[src/rtl/vga_pkg.sv]
// vga_pkg: shared timing types, standard video modes and small helpers for the
// VGA scan-out engine (vga_timing, vga_scanout).
package vga_pkg;

  // One axis of a video mode: visible span, front porch, sync width, back porch.
  typedef struct packed {
    int unsigned active;
    int unsigned fp;
    int unsigned sync;
    int unsigned bp;
  } vga_axis_t;

  typedef struct packed {
    vga_axis_t h;
    vga_axis_t v;
  } vga_mode_t;

  localparam vga_mode_t VGA_640x480 = '{
    h: '{active: 640, fp: 16, sync: 96, bp: 48},
    v: '{active: 480, fp: 10, sync: 2, bp: 33}
  };

  localparam vga_mode_t VGA_800x600 = '{
    h: '{active: 800, fp: 40, sync: 128, bp: 88},
    v: '{active: 600, fp: 1, sync: 4, bp: 23}
  };

  // Total length of one axis (pixels per line or lines per frame).
  function automatic int unsigned vga_total(input vga_axis_t axis);
    return axis.active + axis.fp + axis.sync + axis.bp;
  endfunction

  // Grayscale ramp value for palette entry idx of a 2^dw entry table.
  function automatic logic [7:0] vga_gray(input int unsigned idx, input int unsigned dw);
    int unsigned max_idx;
    max_idx = (32'd1 << dw) - 32'd1;
    return 8'((idx * 32'd255) / max_idx);
  endfunction

endpackage

[src/rtl/vga_timing.sv]
// vga_timing: pixel-enable divider, x/y raster counters and the raw
// hsync/vsync/active/frame_start decode for the VGA scan-out engine.
module vga_timing
  import vga_pkg::*;
#(
  parameter int unsigned H_ACTIVE = 640,
  parameter int unsigned H_FP     = 16,
  parameter int unsigned H_SYNC   = 96,
  parameter int unsigned H_BP     = 48,
  parameter int unsigned V_ACTIVE = 480,
  parameter int unsigned V_FP     = 10,
  parameter int unsigned V_SYNC   = 2,
  parameter int unsigned V_BP     = 33,
  parameter logic        SYNC_POL = 1'b0,
  parameter int unsigned CLK_DIV  = 2
) (
  input  logic i_clk,
  input  logic i_rst_n,
  output logic o_pix_tick,
  output logic o_vgaclk,
  output logic o_hsync,
  output logic o_vsync,
  output logic o_active,
  output logic o_y_active,
  output logic o_line_end,
  output logic o_frame_end,
  output logic o_frame_start
);

  localparam vga_axis_t   HAxis   = '{active: H_ACTIVE, fp: H_FP, sync: H_SYNC, bp: H_BP};
  localparam vga_axis_t   VAxis   = '{active: V_ACTIVE, fp: V_FP, sync: V_SYNC, bp: V_BP};
  localparam int unsigned HTotal  = vga_total(HAxis);
  localparam int unsigned VTotal  = vga_total(VAxis);
  localparam int unsigned DivW    = $clog2(CLK_DIV);
  localparam int unsigned XW      = $clog2(HTotal);
  localparam int unsigned YW      = $clog2(VTotal);
  localparam int unsigned HsStart = H_ACTIVE + H_FP;
  localparam int unsigned HsEnd   = HsStart + H_SYNC;
  localparam int unsigned VsStart = V_ACTIVE + V_FP;
  localparam int unsigned VsEnd   = VsStart + V_SYNC;

  logic [DivW-1:0] r_div;
  logic [DivW-1:0] w_div_d;
  logic [XW-1:0]   r_x;
  logic [YW-1:0]   r_y;
  logic            r_vgaclk;
  logic            r_first;
  logic            r_frame_start;
  logic            w_pix_tick;
  logic            w_x_last;
  logic            w_y_last;

  assign w_pix_tick = (r_div == DivW'(CLK_DIV - 1));
  assign w_div_d    = w_pix_tick ? '0 : r_div + DivW'(1);
  assign w_x_last   = (r_x == XW'(HTotal - 1));
  assign w_y_last   = (r_y == YW'(VTotal - 1));

  // Divider, raster counters, vgaclk and the frame_start pulse.
  always_ff @(posedge i_clk or negedge i_rst_n) begin
    if (!i_rst_n) begin
      r_div         <= '0;
      r_vgaclk      <= 1'b0;
      r_x           <= '0;
      r_y           <= '0;
      r_first       <= 1'b1;
      r_frame_start <= 1'b0;
    end else begin
      r_div         <= w_div_d;
      // vgaclk tracks the divider value it will hold: high in the upper half.
      r_vgaclk      <= (w_div_d >= DivW'(CLK_DIV / 2));
      r_first       <= 1'b0;
      // The counters already sit at (0,0) out of reset, so the first clock counts as a wrap.
      r_frame_start <= r_first | (w_pix_tick & w_x_last & w_y_last);
      if (w_pix_tick) begin
        if (w_x_last) begin
          r_x <= '0;
          r_y <= w_y_last ? '0 : r_y + YW'(1);
        end else begin
          r_x <= r_x + XW'(1);
        end
      end
    end
  end

  assign o_pix_tick    = w_pix_tick;
  assign o_vgaclk      = r_vgaclk;
  assign o_hsync       = ((r_x >= XW'(HsStart)) && (r_x < XW'(HsEnd))) ? SYNC_POL : ~SYNC_POL;
  assign o_vsync       = ((r_y >= YW'(VsStart)) && (r_y < YW'(VsEnd))) ? SYNC_POL : ~SYNC_POL;
  assign o_y_active    = (r_y < YW'(V_ACTIVE));
  assign o_active      = (r_x < XW'(H_ACTIVE)) && o_y_active;
  assign o_line_end    = w_pix_tick & w_x_last;
  assign o_frame_end   = w_pix_tick & w_x_last & w_y_last;
  assign o_frame_start = r_frame_start;

endmodule

[src/rtl/vga_scanout.sv]
// vga_scanout: parametrised VGA scan-out engine. Wraps vga_timing, generates
// multiplier-free frame-buffer addresses with 2^SCALE_LOG2 pixel replication,
// expands indexed pixels to RGB and keeps colour aligned with the syncs.
// Define VGA_PALETTE_EN to replace the fixed grayscale expansion with a
// writable 2^DW x 24 palette.
module vga_scanout
  import vga_pkg::*;
#(
  parameter int unsigned H_ACTIVE   = VGA_640x480.h.active,
  parameter int unsigned H_FP       = VGA_640x480.h.fp,
  parameter int unsigned H_SYNC     = VGA_640x480.h.sync,
  parameter int unsigned H_BP       = VGA_640x480.h.bp,
  parameter int unsigned V_ACTIVE   = VGA_640x480.v.active,
  parameter int unsigned V_FP       = VGA_640x480.v.fp,
  parameter int unsigned V_SYNC     = VGA_640x480.v.sync,
  parameter int unsigned V_BP       = VGA_640x480.v.bp,
  parameter logic        SYNC_POL   = 1'b0,
  parameter int unsigned CLK_DIV    = 2,
  parameter int unsigned SCALE_LOG2 = 0,
  parameter int unsigned DW         = 4,
  parameter int unsigned AW         = 24
) (
  input  logic          clk,
  input  logic          rst_n,
  output logic          vgaclk,
  output logic          hsync,
  output logic          vsync,
  output logic          sync_b,
  output logic          blank_b,
  output logic [7:0]    r,
  output logic [7:0]    g,
  output logic [7:0]    b,
  output logic [AW-1:0] address,
  output logic          rd_en,
  input  logic [DW-1:0] data,
  output logic          frame_start,
  input  logic          pal_we,
  input  logic [DW-1:0] pal_idx,
  input  logic [23:0]   pal_rgb
);

  localparam int unsigned       SubW     = (SCALE_LOG2 > 0) ? SCALE_LOG2 : 1;
  localparam logic [SubW-1:0]   SubMax   = SubW'((32'd1 << SCALE_LOG2) - 32'd1);
  localparam logic [AW-1:0]     LineStep = AW'(H_ACTIVE >> SCALE_LOG2);

  logic w_pix_tick;
  logic w_hsync;
  logic w_vsync;
  logic w_active;
  logic w_y_active;
  logic w_line_end;
  logic w_frame_end;

  vga_timing #(
    .H_ACTIVE (H_ACTIVE),
    .H_FP     (H_FP),
    .H_SYNC   (H_SYNC),
    .H_BP     (H_BP),
    .V_ACTIVE (V_ACTIVE),
    .V_FP     (V_FP),
    .V_SYNC   (V_SYNC),
    .V_BP     (V_BP),
    .SYNC_POL (SYNC_POL),
    .CLK_DIV  (CLK_DIV)
  ) u_timing (
    .i_clk         (clk),
    .i_rst_n       (rst_n),
    .o_pix_tick    (w_pix_tick),
    .o_vgaclk      (vgaclk),
    .o_hsync       (w_hsync),
    .o_vsync       (w_vsync),
    .o_active      (w_active),
    .o_y_active    (w_y_active),
    .o_line_end    (w_line_end),
    .o_frame_end   (w_frame_end),
    .o_frame_start (frame_start)
  );

  logic [AW-1:0]   r_col;
  logic [AW-1:0]   r_line_base;
  logic [SubW-1:0] r_sub_x;
  logic [SubW-1:0] r_sub_y;
  logic [AW-1:0]   r_address;
  logic            r_rd_en;
  logic            r_hs1;
  logic            r_vs1;

  // Stage 1: issue the address for the current pixel and delay syncs to match.
  always_ff @(posedge clk or negedge rst_n) begin
    if (!rst_n) begin
      r_col       <= '0;
      r_line_base <= '0;
      r_sub_x     <= '0;
      r_sub_y     <= '0;
      r_address   <= '0;
      r_rd_en     <= 1'b0;
      r_hs1       <= ~SYNC_POL;
      r_vs1       <= ~SYNC_POL;
    end else if (w_pix_tick) begin
      r_rd_en <= w_active;
      r_hs1   <= w_hsync;
      r_vs1   <= w_vsync;
      if (w_active) begin
        r_address <= r_line_base + r_col;
        if (r_sub_x == SubMax) begin
          r_sub_x <= '0;
          r_col   <= r_col + AW'(1);
        end else begin
          r_sub_x <= r_sub_x + SubW'(1);
        end
      end
      if (w_line_end) begin
        r_col   <= '0;
        r_sub_x <= '0;
        if (w_frame_end) begin
          r_line_base <= '0;
          r_sub_y     <= '0;
        end else if (w_y_active) begin
          // Move to the next source line only after its last replicated copy.
          if (r_sub_y == SubMax) begin
            r_sub_y     <= '0;
            r_line_base <= r_line_base + LineStep;
          end else begin
            r_sub_y <= r_sub_y + SubW'(1);
          end
        end
      end
    end
  end

  logic [23:0] w_rgb;

`ifdef VGA_PALETTE_EN
  logic [23:0] r_pal [2**DW];

  // Palette storage; reset loads the grayscale ramp, writes land on the next clk.
  always_ff @(posedge clk or negedge rst_n) begin
    if (!rst_n) begin
      for (int i = 0; i < 2**DW; i++) begin
        r_pal[i] <= {3{vga_gray(i, DW)}};
      end
    end else if (pal_we) begin
      r_pal[pal_idx] <= pal_rgb;
    end
  end

  assign w_rgb = r_pal[data];
`else
  logic [7:0] w_gray;
  logic       w_unused_pal;

  // Replicate the index MSB-first to fill 8 bits (data*17 for DW=4).
  always_comb begin
    w_gray = '0;
    for (int i = 0; i < 8; i++) begin
      w_gray[7-i] = data[DW - 1 - (i % DW)];
    end
  end

  assign w_rgb        = {3{w_gray}};
  assign w_unused_pal = ^{pal_we, pal_idx, pal_rgb};
`endif

  logic       r_hsync;
  logic       r_vsync;
  logic       r_blank_b;
  logic [7:0] r_red;
  logic [7:0] r_grn;
  logic [7:0] r_blu;

  // Stage 2: colour, syncs and blank all update together one tick after the address.
  always_ff @(posedge clk or negedge rst_n) begin
    if (!rst_n) begin
      r_hsync   <= ~SYNC_POL;
      r_vsync   <= ~SYNC_POL;
      r_blank_b <= 1'b0;
      r_red     <= '0;
      r_grn     <= '0;
      r_blu     <= '0;
    end else if (w_pix_tick) begin
      r_hsync                 <= r_hs1;
      r_vsync                 <= r_vs1;
      r_blank_b               <= r_rd_en;
      {r_red, r_grn, r_blu}   <= r_rd_en ? w_rgb : 24'h0;
    end
  end

  assign hsync   = r_hsync;
  assign vsync   = r_vsync;
  assign sync_b  = 1'b0;
  assign blank_b = r_blank_b;
  assign r       = r_red;
  assign g       = r_grn;
  assign b       = r_blu;
  assign address = r_address;
  assign rd_en   = r_rd_en;

endmodule

[config.mk]
export PLATFORM = sky130hd
export DESIGN_NAME = vga_scanout
export DESIGN_NICKNAME = d
export VERILOG_FILES = /design/src/rtl/vga_pkg.sv /design/src/rtl/vga_timing.sv /design/src/rtl/vga_scanout.sv
export SDC_FILE = /design/constraint.sdc
export NUM_CORES = 1
export LEC_CHECK = 0
export ABC_AREA = 1
export BUFFER_PORTS_ARGS = -buffer_cell sky130_fd_sc_hd__buf_2
export CAP_MARGIN = 10
export CORE_MARGIN = 2
export CORE_UTILIZATION = 35
export DETAILED_ROUTE_END_ITERATION = 6
export PLACE_DENSITY = 0.6
export SLEW_MARGIN = 20
export SYNTH_ARGS = -nofsm -noshare
export SYNTH_HDL_FRONTEND = slang
export SYNTH_SLANG_ARGS = --single-unit
[constraint.sdc]
create_clock -name clk -period 2.1 [get_ports clk]
set_clock_uncertainty 0.05 [all_clocks]
set_input_delay 0.105 -clock clk [delete_from_list [all_inputs] [get_ports clk]]
set_output_delay 0.105 -clock clk [all_outputs]
set_load 0.01 [all_outputs]
# Word-level counts from Yosys, hierarchy flattened
# Cells that the tools add are included.
dict set report word_totals {
  wordCells 71
  out_inout_bits 55
  ff_bits 128
}
dict set report op_classes {
  add_sub_neg 8
  n_eq_ne 4
  bitwise 3
  n_mux 18
  order_cmp 7
  reduce_logical 11
}
# op count
set op_table {}
lappend op_table {{24-bit two-way mux} 7}
lappend op_table {{24-bit by 1-bit adder with 24-bit output (second input constant)} 1}
lappend op_table {{24-bit by 10-bit adder with 24-bit output (second input constant)} 1}
lappend op_table {{24-bit adder} 1}
lappend op_table {{10-bit by 1-bit adder with 10-bit output (second input constant)} 2}
lappend op_table {{10-bit == test (second input constant)} 2}
lappend op_table {{10-bit less-than comparator (second input constant)} 2}
lappend op_table {{10-bit by 9-bit less-than comparator with 1-bit output (second input constant)} 2}
lappend op_table {{10-bit two-way mux} 2}
lappend op_table {{10-bit greater-or-equal comparator (second input constant)} 1}
lappend op_table {{10-bit by 9-bit greater-or-equal comparator with 1-bit output (second input constant)} 1}
lappend op_table {{1-bit two-way mux} 9}
lappend op_table {{2-bit AND reduction} 3}
lappend op_table {{3-bit AND reduction} 2}
lappend op_table {{2-bit by 1-bit inequality test with 1-bit output (second input constant)} 2}
lappend op_table {{4-bit AND reduction} 1}
lappend op_table {{2-bit nonzero test} 2}
lappend op_table {{1-bit adder (second input constant)} 3}
lappend op_table {{1-bit logical AND} 3}
lappend op_table {{1-bit AND} 2}
lappend op_table {{1-bit greater-or-equal comparator (second input constant)} 1}
lappend op_table {{1-bit OR} 1}

# Longest topological paths before layout
# Gate-level depths: netlist of the first run.
dict set report depth {
  ltp_word 5
  mapped_depth 12
  depth_no_buf 12
}

# By module
# A second synthesis of the first run with hierarchy kept.
dict set report unflattened {
  hier_cells 899
  hier_area_um2 6466.2
}
# module n_inst seq_area_each_um2 cells_each area_per_inst_um2
set by_module_without_submodules {}
lappend by_module_without_submodules {vga_scanout 1 1881.8 712 5009.8}
lappend by_module_without_submodules {vga_timing 1 576.8 187 1456.4}

# Worst setup path before layout of the first run
# Ideal clock, no wire load.
dict set report synth_path {
  path_type {register -> register}
  start {register u_timing.r_y[0]}
  end {register r_line_base[7]}
  slack_ns 0.413
  n_path_buf 1
  t_required_ns 1.923
  path_stages_with_launch 9
  arrival_ns 1.510
  synth_period_minus_slack_ns 1.687
  cell_sequence {dfrtp_1 -> inv_1 -> ha_1 -> inv_1 -> nor4_2 -> o21ai_2 -> buf_2 -> nand2_1 -> o31ai_1}
}
dict set report synth_between {
  elab_chain_cells 4
}
# item line_no
set synth_rtl {}
lappend synth_rtl {{from (decl)} vga_timing.sv:45} ;# logic [YW-1:0] r_y;
lappend synth_rtl {{from (signal assigned)} vga_timing.sv:77} ;# r_y <= w_y_last ? '0 : r_y + YW'(1);
lappend synth_rtl {{branches (longest 4 deep; another with 10-bit by 9-bit less-than comparator with 1-bit output)} n/a}
lappend synth_rtl {{to (signal assigned)} vga_scanout.sv:122} ;# r_line_base <= r_line_base + LineStep;
lappend synth_rtl {{to (decl)} vga_scanout.sv:80} ;# logic [AW-1:0] r_line_base;
# Several ways; the timed one is not identified.
# A chain may end at the register's enable or synchronous reset.

# Final worst setup path of the first run
dict set report layout_path {
  start {register r_line_base[13]}
  end {register r_address[22] (netlist: address[22])}
}
dict set report layout_between {
  elab_chain_cells 1
}
# item line_no
set layout_rtl {}
lappend layout_rtl {{24-bit adder} vga_scanout.sv:104} ;# r_address <= r_line_base + r_col;
lappend layout_rtl {{to (signal assigned)} vga_scanout.sv:104}
lappend layout_rtl {{to (decl)} vga_scanout.sv:83} ;# logic [AW-1:0] r_address;
# Every way passes these cells.

==> flow_summary.json, run 1 <==
{
  "status": "complete, no violations",
  "synth_top_area_share_pct": 36.44,
  "fp-row-count": 49,
  "synth.avg_cell_area_um2": 7.056,
  "period_minus_slack_ns": 1.903,
  "die_h_um": 139.1,
  "cts-root-buf": "clkbuf_16",
  "regToRegSetupSlack_ns": 0.20,
  "rsz0062_at_grt": "no",
  "critPathRequiredTime_ns": 2.30,
  "port_buffers": 59,
  "core_um2": 17960,
  "worstSetupStartpoint": "r_line_base[13]",
  "synth_top_family_by_area": "simple AND/OR/NAND/NOR gates",
  "final-hold-violation-count": 0,
  "seqPwrFrac_pct": 52.8,
  "floorplan.die_area_um2": 19340,
  "drv_slew": 0,
  "critPathMaxStageDelay_ns": 0.45,
  "power_density_nw_per_um2": 497.8,
  "yosysSeqAreaShare_pct": 38.50,
  "ioPinCount": 90,
  "path_clk_slew_ns": 0.07,
  "gp_congestion": 0.8716,
  "register_area_um2": 2459,
  "min_path_type": "input port to asynchronous set/reset pin",
  "fin_crit_sh_pct": 90.63,
  "drv_cap": 0,
  "slowest_stage": "dfrtp_1",
  "start_kind": "flop",
  "fin_util_pct": 40.29,
  "rr_startpoint": "r_line_base[13]",
  "synthTopCellsByArea": "dfrtp_1 36%, nand2_1 18%, nand3_1 5.8%",
  "synth_area_um2": 6386,
  "fill_cells": 1881,
  "synthAdderAreaFrac_pct": 4.506,
  "initial_utilization_pct": 35.55,
  "vias": 5698,
  "timing.slew.headroom_pct": 58.99,
  "synth_top_area_cell": "dfrtp_1",
  "final_common_cell": "nand2_1",
  "grt_antenna_before_repair": 0,
  "critPathMaxFanout": 5,
  "first_pass_iters": 5,
  "muxShareOfSynthArea_pct": 0,
  "globalRouteOverflowTotal": 0,
  "cts_resized": 0,
  "antenna_left": 0,
  "synth-seq-cells": 98,
  "dpl.hpwl_um": 11610,
  "nets": 1024,
  "synth_compound_area_share_pct": 8.346,
  "cts_sinks": 98,
  "worstSkewPairLatency_ns": 0.35,
  "grt_pass1_wl_um": 26270,
  "p_switching_w": 0.0008045,
  "grt_pass1_vias": 5326,
  "synthCells": 905,
  "drt_iter0_drc": 406,
  "drc": 0,
  "yosysWarnings": 0,
  "p_comb_share_pct": 2.8,
  "grt_usage_pct": 16.51,
  "synth_xor_area_share_pct": 3.977,
  "post_cts_buffers": 0,
  "multiInputGateArea_um2": 3303,
  "critPathKind": "flop to flop",
  "h-tree-depth": 3,
  "p_int_w": 0.002798,
  "arrival_ns": 2.10,
  "endpoint_kind": "flop",
  "worst_pin_slew_ns": 0.6105,
  "synth_edf_count": 0,
  "setup-tns-final_ns": 0,
  "setup_viol": 0,
  "max_freq_mhz": 525.4,
  "grt_max_degree": 48,
  "async_flop_share_pct": 100.0,
  "layout-drive-gt1-share_pct": 12.15,
  "viasPerCell": 4.748,
  "area_delta_synth_final_pct": 13.32,
  "n_antenna_cell": 0,
  "wl_per_cell_um": 12.54,
  "mostFrequentLayoutCells": "310 x nand2_1, 98 x inv_1, 93 x dfrtp_1, 85 x nor2_1, 74 x nand3_1",
  "die_w_um": 139.1,
  "power_leakage_nw": 3.712,
  "swShare_pct": 22.33,
  "ir_drop_mv": 0.2945,
  "synth_flop_cell": "dfrtp_1",
  "cts_buffers": 9,
  "pwr-share-clk_pct": 44.4,
  "crit_chain": "ha_1, nand2_1, inv_1, a21oi_1, nand3_1, nand2_1, nand3_1, nand3_1, nand2_1",
  "synthSimpleGateAreaFrac_pct": 34.72,
  "ctsLongestPathBuffers": 2,
  "cts_tree": "built",
  "synthDistinctLibCells": 44,
  "wl_um": 15050,
  "timing.rr.end": "address[22]",
  "rr_worst_depth": 9
}
==> layout make-up <==
| cell class | instances | share of cell area, % |
|---|---|---|
| clock buffer | 12 | 3.544 |
| clock inverter | 4 | 0.3631 |
| inverter | 101 | 5.290 |
| multi-input combinational | 672 | 45.64 |
| sequential | 98 | 33.97 |
| tap | 229 | 3.959 |
| timing repair buffer | 84 | 7.227 |
==> how the worst max path moves through the flow <==
stage                       to  slack [ns]
5_1_grt        r_line_base[11]       0.006
3_5_place_dp       address[22]        0.20
4_1_cts            address[22]        0.18
6_report           address[22]        0.20
3_3_place_gp       address[22]        0.23
2_1_floorplan   r_line_base[7]        0.41
==> cells by family (layout without fill, tap and decap cells) <==
| group | Yosys count | after routing |
|---|---|---|
| adders and majority gates | 23 | 23 |
| and+or+nand+nor | 524 | 524 |
| other | 1 | 3 |
| xor gates and xnor gates | 29 | 29 |
| AOI/OAI and AO/OA | 93 | 93 |
| buffers and inverters | 137 | 201 |
| DFF | 98 | 98 |
==> flip-flops by register name (all words and copies together) (netlist names) <==
register	flops
u_timing.r_x	10
r_vs1	1
hsync	1
u_timing.r_y	10
r_col	24
r_line_base	17
rd_en	1
r_hs1	1
vsync	1
r	4
address	24
u_timing.o_frame_start	1
u_timing.o_pix_tick	1
u_timing.r_first	1
blank_b	1
==> synthesized netlist by cell type, types with 3 or more instances <==
cell type and number:
o21ai_1 15, dfrtp_1 93, a31oi_1 3, buf_2 7, nor3_1 23, nand2_1 310, nand3_1 74, clkbuf_1 3
xor2_1 14, buf_6 3, inv_1 98, nand3b_1 7, xnor2_1 15, buf_4 22, a21oi_4 3, nand2_2 3
a21oi_1 20, nor2_1 85, ha_1 23, dfstp_2 5, nand4_1 10, o21ai_0 41
==> worst max-delay path: cells and delay by family (launching register included) <==
kind	cells	cell delay, ns
simple gates	6	0.62
buf+inv	1	0.05
flops	1	0.45
compound gates	1	0.27
fa+ha+maj	1	0.37
==> power by group through the flow <==
stage                     sequential, W  combinational [W]  clock (W)
final                           0.00190           0.000102    0.00160
after global routing            0.00190           0.000116    0.00173
after CTS                       0.00190           0.000107    0.00166
after detailed placement        0.00194          0.0000995          0
after global placement          0.00194          0.0000989          0
after floorplan                 0.00194          0.0000460          0
==> per-stage QoR <==
| step | total power (W) | hold slack, ns | worst slack, ns | instances | instance area, µm² |
|---|---|---|---|---|---|
| floorplan | 0.001989 | -0.2406 | 0.4125 | 907 | 6394 |
| global placement | 0.002037 | 0.04900 | 0.2253 | 1179 | 6904 |
| detailed placement | 0.002038 | 0.05563 | 0.1991 | 1179 | 6904 |
| CTS | 0.003672 | 0.2163 | 0.1836 | 1200 | 7237 |
| global route | 0.003754 | 0.2396 | 0.005988 | 1200 | 7237 |
| finish | 0.003602 | 0.2023 | 0.1968 | 1200 | 7237 |
==> metal layers <==
metal / wire, µm / vias up / global-route usage [%]
li1: - / 2993 / -
met1: 7202 / 2595 / 21.91
met2: 7081 / 87 / 27.25
met3: 415 / 23 / 2.901
met4: 353 / 0 / 5.742
met5: 0 / - / 0
==> repair_timing <==
action                     4_1_cts  5_1_grt
setup endpoints to repair        0        1
hold buffers                     5        0
hold endpoints to repair        32        0
No activity file was read; power rests on OpenSTA's default activity.
==> run 2: changes to the inputs <==
--- a/config.mk
+++ b/config.mk
@@ -8,6 +8,7 @@
 export ABC_AREA = 1
 export BUFFER_PORTS_ARGS = -buffer_cell sky130_fd_sc_hd__buf_2
 export CAP_MARGIN = 10
+export CORE_ASPECT_RATIO = 1.4
 export CORE_MARGIN = 2
 export CORE_UTILIZATION = 35
 export DETAILED_ROUTE_END_ITERATION = 6
==> flow_summary.json, run 2 (synthesis results as in run 1) <==
{
  "power_leakage_nw": 3.764,
  "endpoint_kind": "flop",
  "period_minus_slack_ns": 1.881,
  "fin_area_um2": 7346,
  "vias": 5714,
  "status": "complete, no violations",
  "final-hold-violation-count": 0,
  "rr_worst_depth": 9,
  "drv_cap": 0,
  "critPathRequiredTime_ns": 2.29,
  "cts-root-buf": "clkbuf_16",
  "cts_buffers": 9,
  "wl_per_cell_um": 12.98,
  "start_kind": "flop",
  "n_antenna_cell": 0,
  "core_um2": 17920,
  "viasPerCell": 4.684,
  "grt_max_degree": 33,
  "place_area_um2": 6985,
  "grt_antenna_before_repair": 0,
  "final_common_cell": "nand2_1",
  "regToRegSetupSlack_ns": 0.22,
  "setup-tns-final_ns": 0,
  "critPathCapture": "address[15]",
  "gp_congestion": 0.9077,
  "ioPinCount": 90,
  "mostFrequentLayoutCells": "310 x nand2_1, 98 x inv_1, 93 x dfrtp_1, 85 x nor2_1, 74 x nand3_1",
  "path_clk_slew_ns": 0.08,
  "h-tree-depth": 3,
  "ctsLongestPathBuffers": 2,
  "fin_crit_sh_pct": 89.57,
  "area_delta_synth_final_pct": 15.03,
  "worstSetupStartpoint": "r_line_base[8]",
  "rsz0062_at_grt": "no",
  "port_buffers": 59,
  "die_h_um": 163.8,
  "grt_pass1_vias": 5309,
  "power_density_nw_per_um2": 512.7,
  "critPathKind": "flop to flop",
  "die_w_um": 118.2,
  "antenna_left": 0,
  "first_pass_iters": 4,
  "min_path_type": "input port to asynchronous set/reset pin",
  "cts_sinks": 98,
  "floorplan.die_area_um2": 19360,
  "nets": 1033,
  "fp-row-count": 58,
  "arrival_ns": 2.07,
  "rr_startpoint": "r_line_base[8]",
  "wl_um": 15840,
  "critPathMaxFanout": 4,
  "grt_usage_pct": 16.82,
  "timing.rr.end": "address[15]",
  "grt_pass1_wl_um": 26010,
  "max_freq_mhz": 531.7,
  "drc": 0,
  "dpl.hpwl_um": 12390,
  "drv_slew": 0,
  "globalRouteOverflowTotal": 0,
  "cts_tree": "built",
  "ir_drop_mv": 0.3507,
  "worstSkewPairLatency_ns": 0.36,
  "drt_iter0_drc": 309,
  "layout-drive-gt1-share_pct": 13.06,
  "initial_utilization_pct": 35.63,
  "setup_viol": 0
}
[run 2: per-layer routing]
| metal | track usage, % | routed length [µm] |
|---|---|---|
| met1 | 19.78 | 6916 |
| met2 | 30.48 | 8200 |
| met3 | 2.431 | 297 |
| met4 | 7.174 | 422 |
| met5 | 0 | 0 |
[run 2: how the worst min path moves through the flow]
| stage | depth (start not counted) | end | slack (ns) | from |
|---|---|---|---|---|
| 2_1_floorplan | 0 | address[0] | -0.24 | rst_n |
| 3_3_place_gp | 1 | address[0] | 0.03 | rst_n |
| 3_5_place_dp | 1 | r_col[1] | 0.03 | rst_n |
| 4_1_cts | 2 | address[1] | 0.18 | rst_n |
| 5_1_grt | 2 | address[3] | 0.21 | rst_n |
| 6_report | 2 | address[1] | 0.17 | rst_n |
[run 2: final cells by class]
cell class	count	area, µm²
Fill cell	1908	10580
Multi-Input combinational cell	672	3303
Sequential cell	98	2459
Timing Repair Buffer	93	590.6
Inverter	101	382.9
Tap cell	240	300.3
Clock buffer	9	225.2
Clock inverter	7	85.08
[run 2: what timing repair did]
item                                   CTS  global route
setup buffers                            0             0
hold buffers                             5             0
endpoints found under the hold margin   31             0
gates resized for setup                  0             0
[run 2: report_power, final]
| part | leakage [nW] | switching [W] | total, W | internal [W] |
|---|---|---|---|---|
| logic | 2.33 | 0.0000675 | 0.000104 | 0.0000362 |
| clock network | 0.146 | 0.000813 | 0.00176 | 0.000947 |
| registers | 1.29 | 0.00000771 | 0.00190 | 0.00189 |
| total | 3.76 | 0.000888 | 0.00377 | 0.00288 |
[run 2: stage by stage]
stage	power, W	setup slack (ns)	std cells	utilization, %	hold slack, ns
after floorplan	0.001989	0.4125	907	-	-0.2406
after global placement	0.002039	0.2522	1199	38.97	0.02675
after detailed placement	0.002041	0.2417	1199	38.97	0.03060
after CTS	0.003828	0.2131	1220	40.98	0.1804
after global routing	0.003903	0.003789	1220	40.98	0.2121
final	0.003766	0.2191	1220	40.98	0.1683
[run 2: worst max-delay path: stages, from the launching register on]
cell and delay (ns):
dfrtp_1 0.45, ha_1 0.37, nand2_1 0.09, nand2_1 0.08, nand2_1 0.07, nand2_1 0.09
nand2_1 0.07, nand2_1 0.11, xnor2_1 0.26, o21ai_0 0.11
==> run 3: changes to the inputs <==
--- a/config.mk
+++ b/config.mk
@@ -13,6 +13,7 @@
 export CORE_UTILIZATION = 35
 export DETAILED_ROUTE_END_ITERATION = 6
 export PLACE_DENSITY = 0.6
+export RECOVER_POWER = 25
 export SLEW_MARGIN = 20
 export SYNTH_ARGS = -nofsm -noshare
 export SYNTH_HDL_FRONTEND = slang
==> flow_summary.json, run 3 (synthesis results as in run 1) <==
{
  "cts_buffers": 9,
  "die_h_um": 163.8,
  "period_minus_slack_ns": 1.883,
  "cts_tree": "built",
  "grt_pass1_vias": 5309,
  "cts_resized": 0,
  "min_path_type": "input port to asynchronous set/reset pin",
  "core_um2": 17920,
  "nets": 1033,
  "post_cts_buffers": 0,
  "grt_usage_pct": 16.82,
  "max_freq_mhz": 531.2,
  "fill_cells": 1911,
  "cts-root-buf": "clkbuf_16",
  "drv_cap": 0,
  "critPathKind": "flop to flop",
  "layout-drive-gt1-share_pct": 13.06,
  "die_w_um": 118.2,
  "setup_viol": 0,
  "fp-row-count": 58,
  "critPathMaxFanout": 6,
  "n_antenna_cell": 0,
  "ioPinCount": 90,
  "port_buffers": 59,
  "final-hold-violation-count": 0,
  "power_density_nw_per_um2": 513.5,
  "cts_hold_buf": 5,
  "grt_max_degree": 33,
  "start_kind": "flop",
  "globalRouteOverflowTotal": 0,
  "fin_util_pct": 40.87,
  "endpoint_kind": "flop",
  "cts_sinks": 98,
  "mostFrequentLayoutCells": "310 x nand2_1, 98 x inv_1, 93 x dfrtp_1, 85 x nor2_1, 74 x nand3_1",
  "area_delta_synth_final_pct": 14.71,
  "register_area_um2": 2459,
  "drt_iter0_drc": 317,
  "path_clk_slew_ns": 0.08,
  "ctsLongestPathBuffers": 2,
  "whs_ns": 0.3128,
  "drc": 0,
  "status": "complete, no violations",
  "setup-tns-final_ns": 0,
  "h-tree-depth": 3,
  "initial_utilization_pct": 35.63,
  "floorplan.die_area_um2": 19360,
  "final_common_cell": "nand2_1",
  "multiInputGateArea_um2": 3303,
  "antenna_left": 0,
  "worst_pin_slew_ns": 0.8207,
  "timing.slew.headroom_pct": 45.29,
  "rsz0062_at_grt": "no",
  "grt_pass1_wl_um": 26010,
  "arrival_ns": 2.14,
  "first_pass_iters": 4,
  "grt_antenna_before_repair": 0,
  "wl_per_cell_um": 12.98,
  "wl_um": 15830,
  "vias": 5717,
  "viasPerCell": 4.686,
  "worstSkewPairLatency_ns": 0.36,
  "fin_crit_sh_pct": 89.65,
  "ir_drop_mv": 0.3515,
  "finalPower_w": 0.003762,
  "critPathRequiredTime_ns": 2.35,
  "gp_congestion": 0.9077,
  "dpl.hpwl_um": 12390,
  "power_leakage_nw": 3.757,
  "drv_slew": 0
}
run 3: final timing paths:
check | end | depth (start not counted) | start | slack (ns)
hold / removal | address[1] | 2 | rst_n | 0.31
min in group clk | blank_b | 2 | blank_b | 0.42
setup / recovery | address[20] | 10 | r_line_base[10] | 0.22
setup reg to reg | address[20] | 10 | r_line_base[10] | 0.22
max in group asynchronous | r_col[14] | 3 | rst_n | 0.39
hold reg to reg | blank_b | 2 | blank_b | 0.42
run 3: routing by layer:
layer  wire length [µm]  up-vias  track usage (%)
met1               6921     2625            19.78
li1                   -     3006                -
met4                422        0            7.174
met2               8179       66            30.48
met5                  0        -                0
met3                308       20            2.431
run 3: layout make-up:
class	count	area share, %
Inverter	101	5.226
Timing Repair Buffer	93	7.788
Clock buffer	9	3.074
Multi-Input combinational cell	672	45.09
Tap cell	240	4.099
Sequential cell	98	33.56
Clock inverter	7	1.161
run 3: worst max-delay path: stages, from the launching register on:
cell and delay [ns]:
dfrtp_1 0.47, ha_1 0.37, nand2_1 0.15, inv_1 0.08, a21oi_1 0.27, nand2_1 0.09, nand2_1 0.07, nand3_1 0.07
nand2_1 0.07, nand3_1 0.07, nand2_1 0.06
run 3: report_power, final:
group | internal (W) | switching [W] | total (W)
registers | 0.00189 | 0.00000772 | 0.00190
clock network | 0.000947 | 0.000813 | 0.00176
logic | 0.0000318 | 0.0000670 | 0.0000989
total | 0.00287 | 0.000888 | 0.00376
run 3: through the flow:
stage	worst slack, ns	std cells	cell area [µm²]
floorplan	0.4125	907	6394
global placement	0.2522	1199	6985
detailed placement	0.2417	1199	6985
CTS	0.2131	1220	7346
global route	0.003789	1220	7326
finish	0.2174	1220	7326
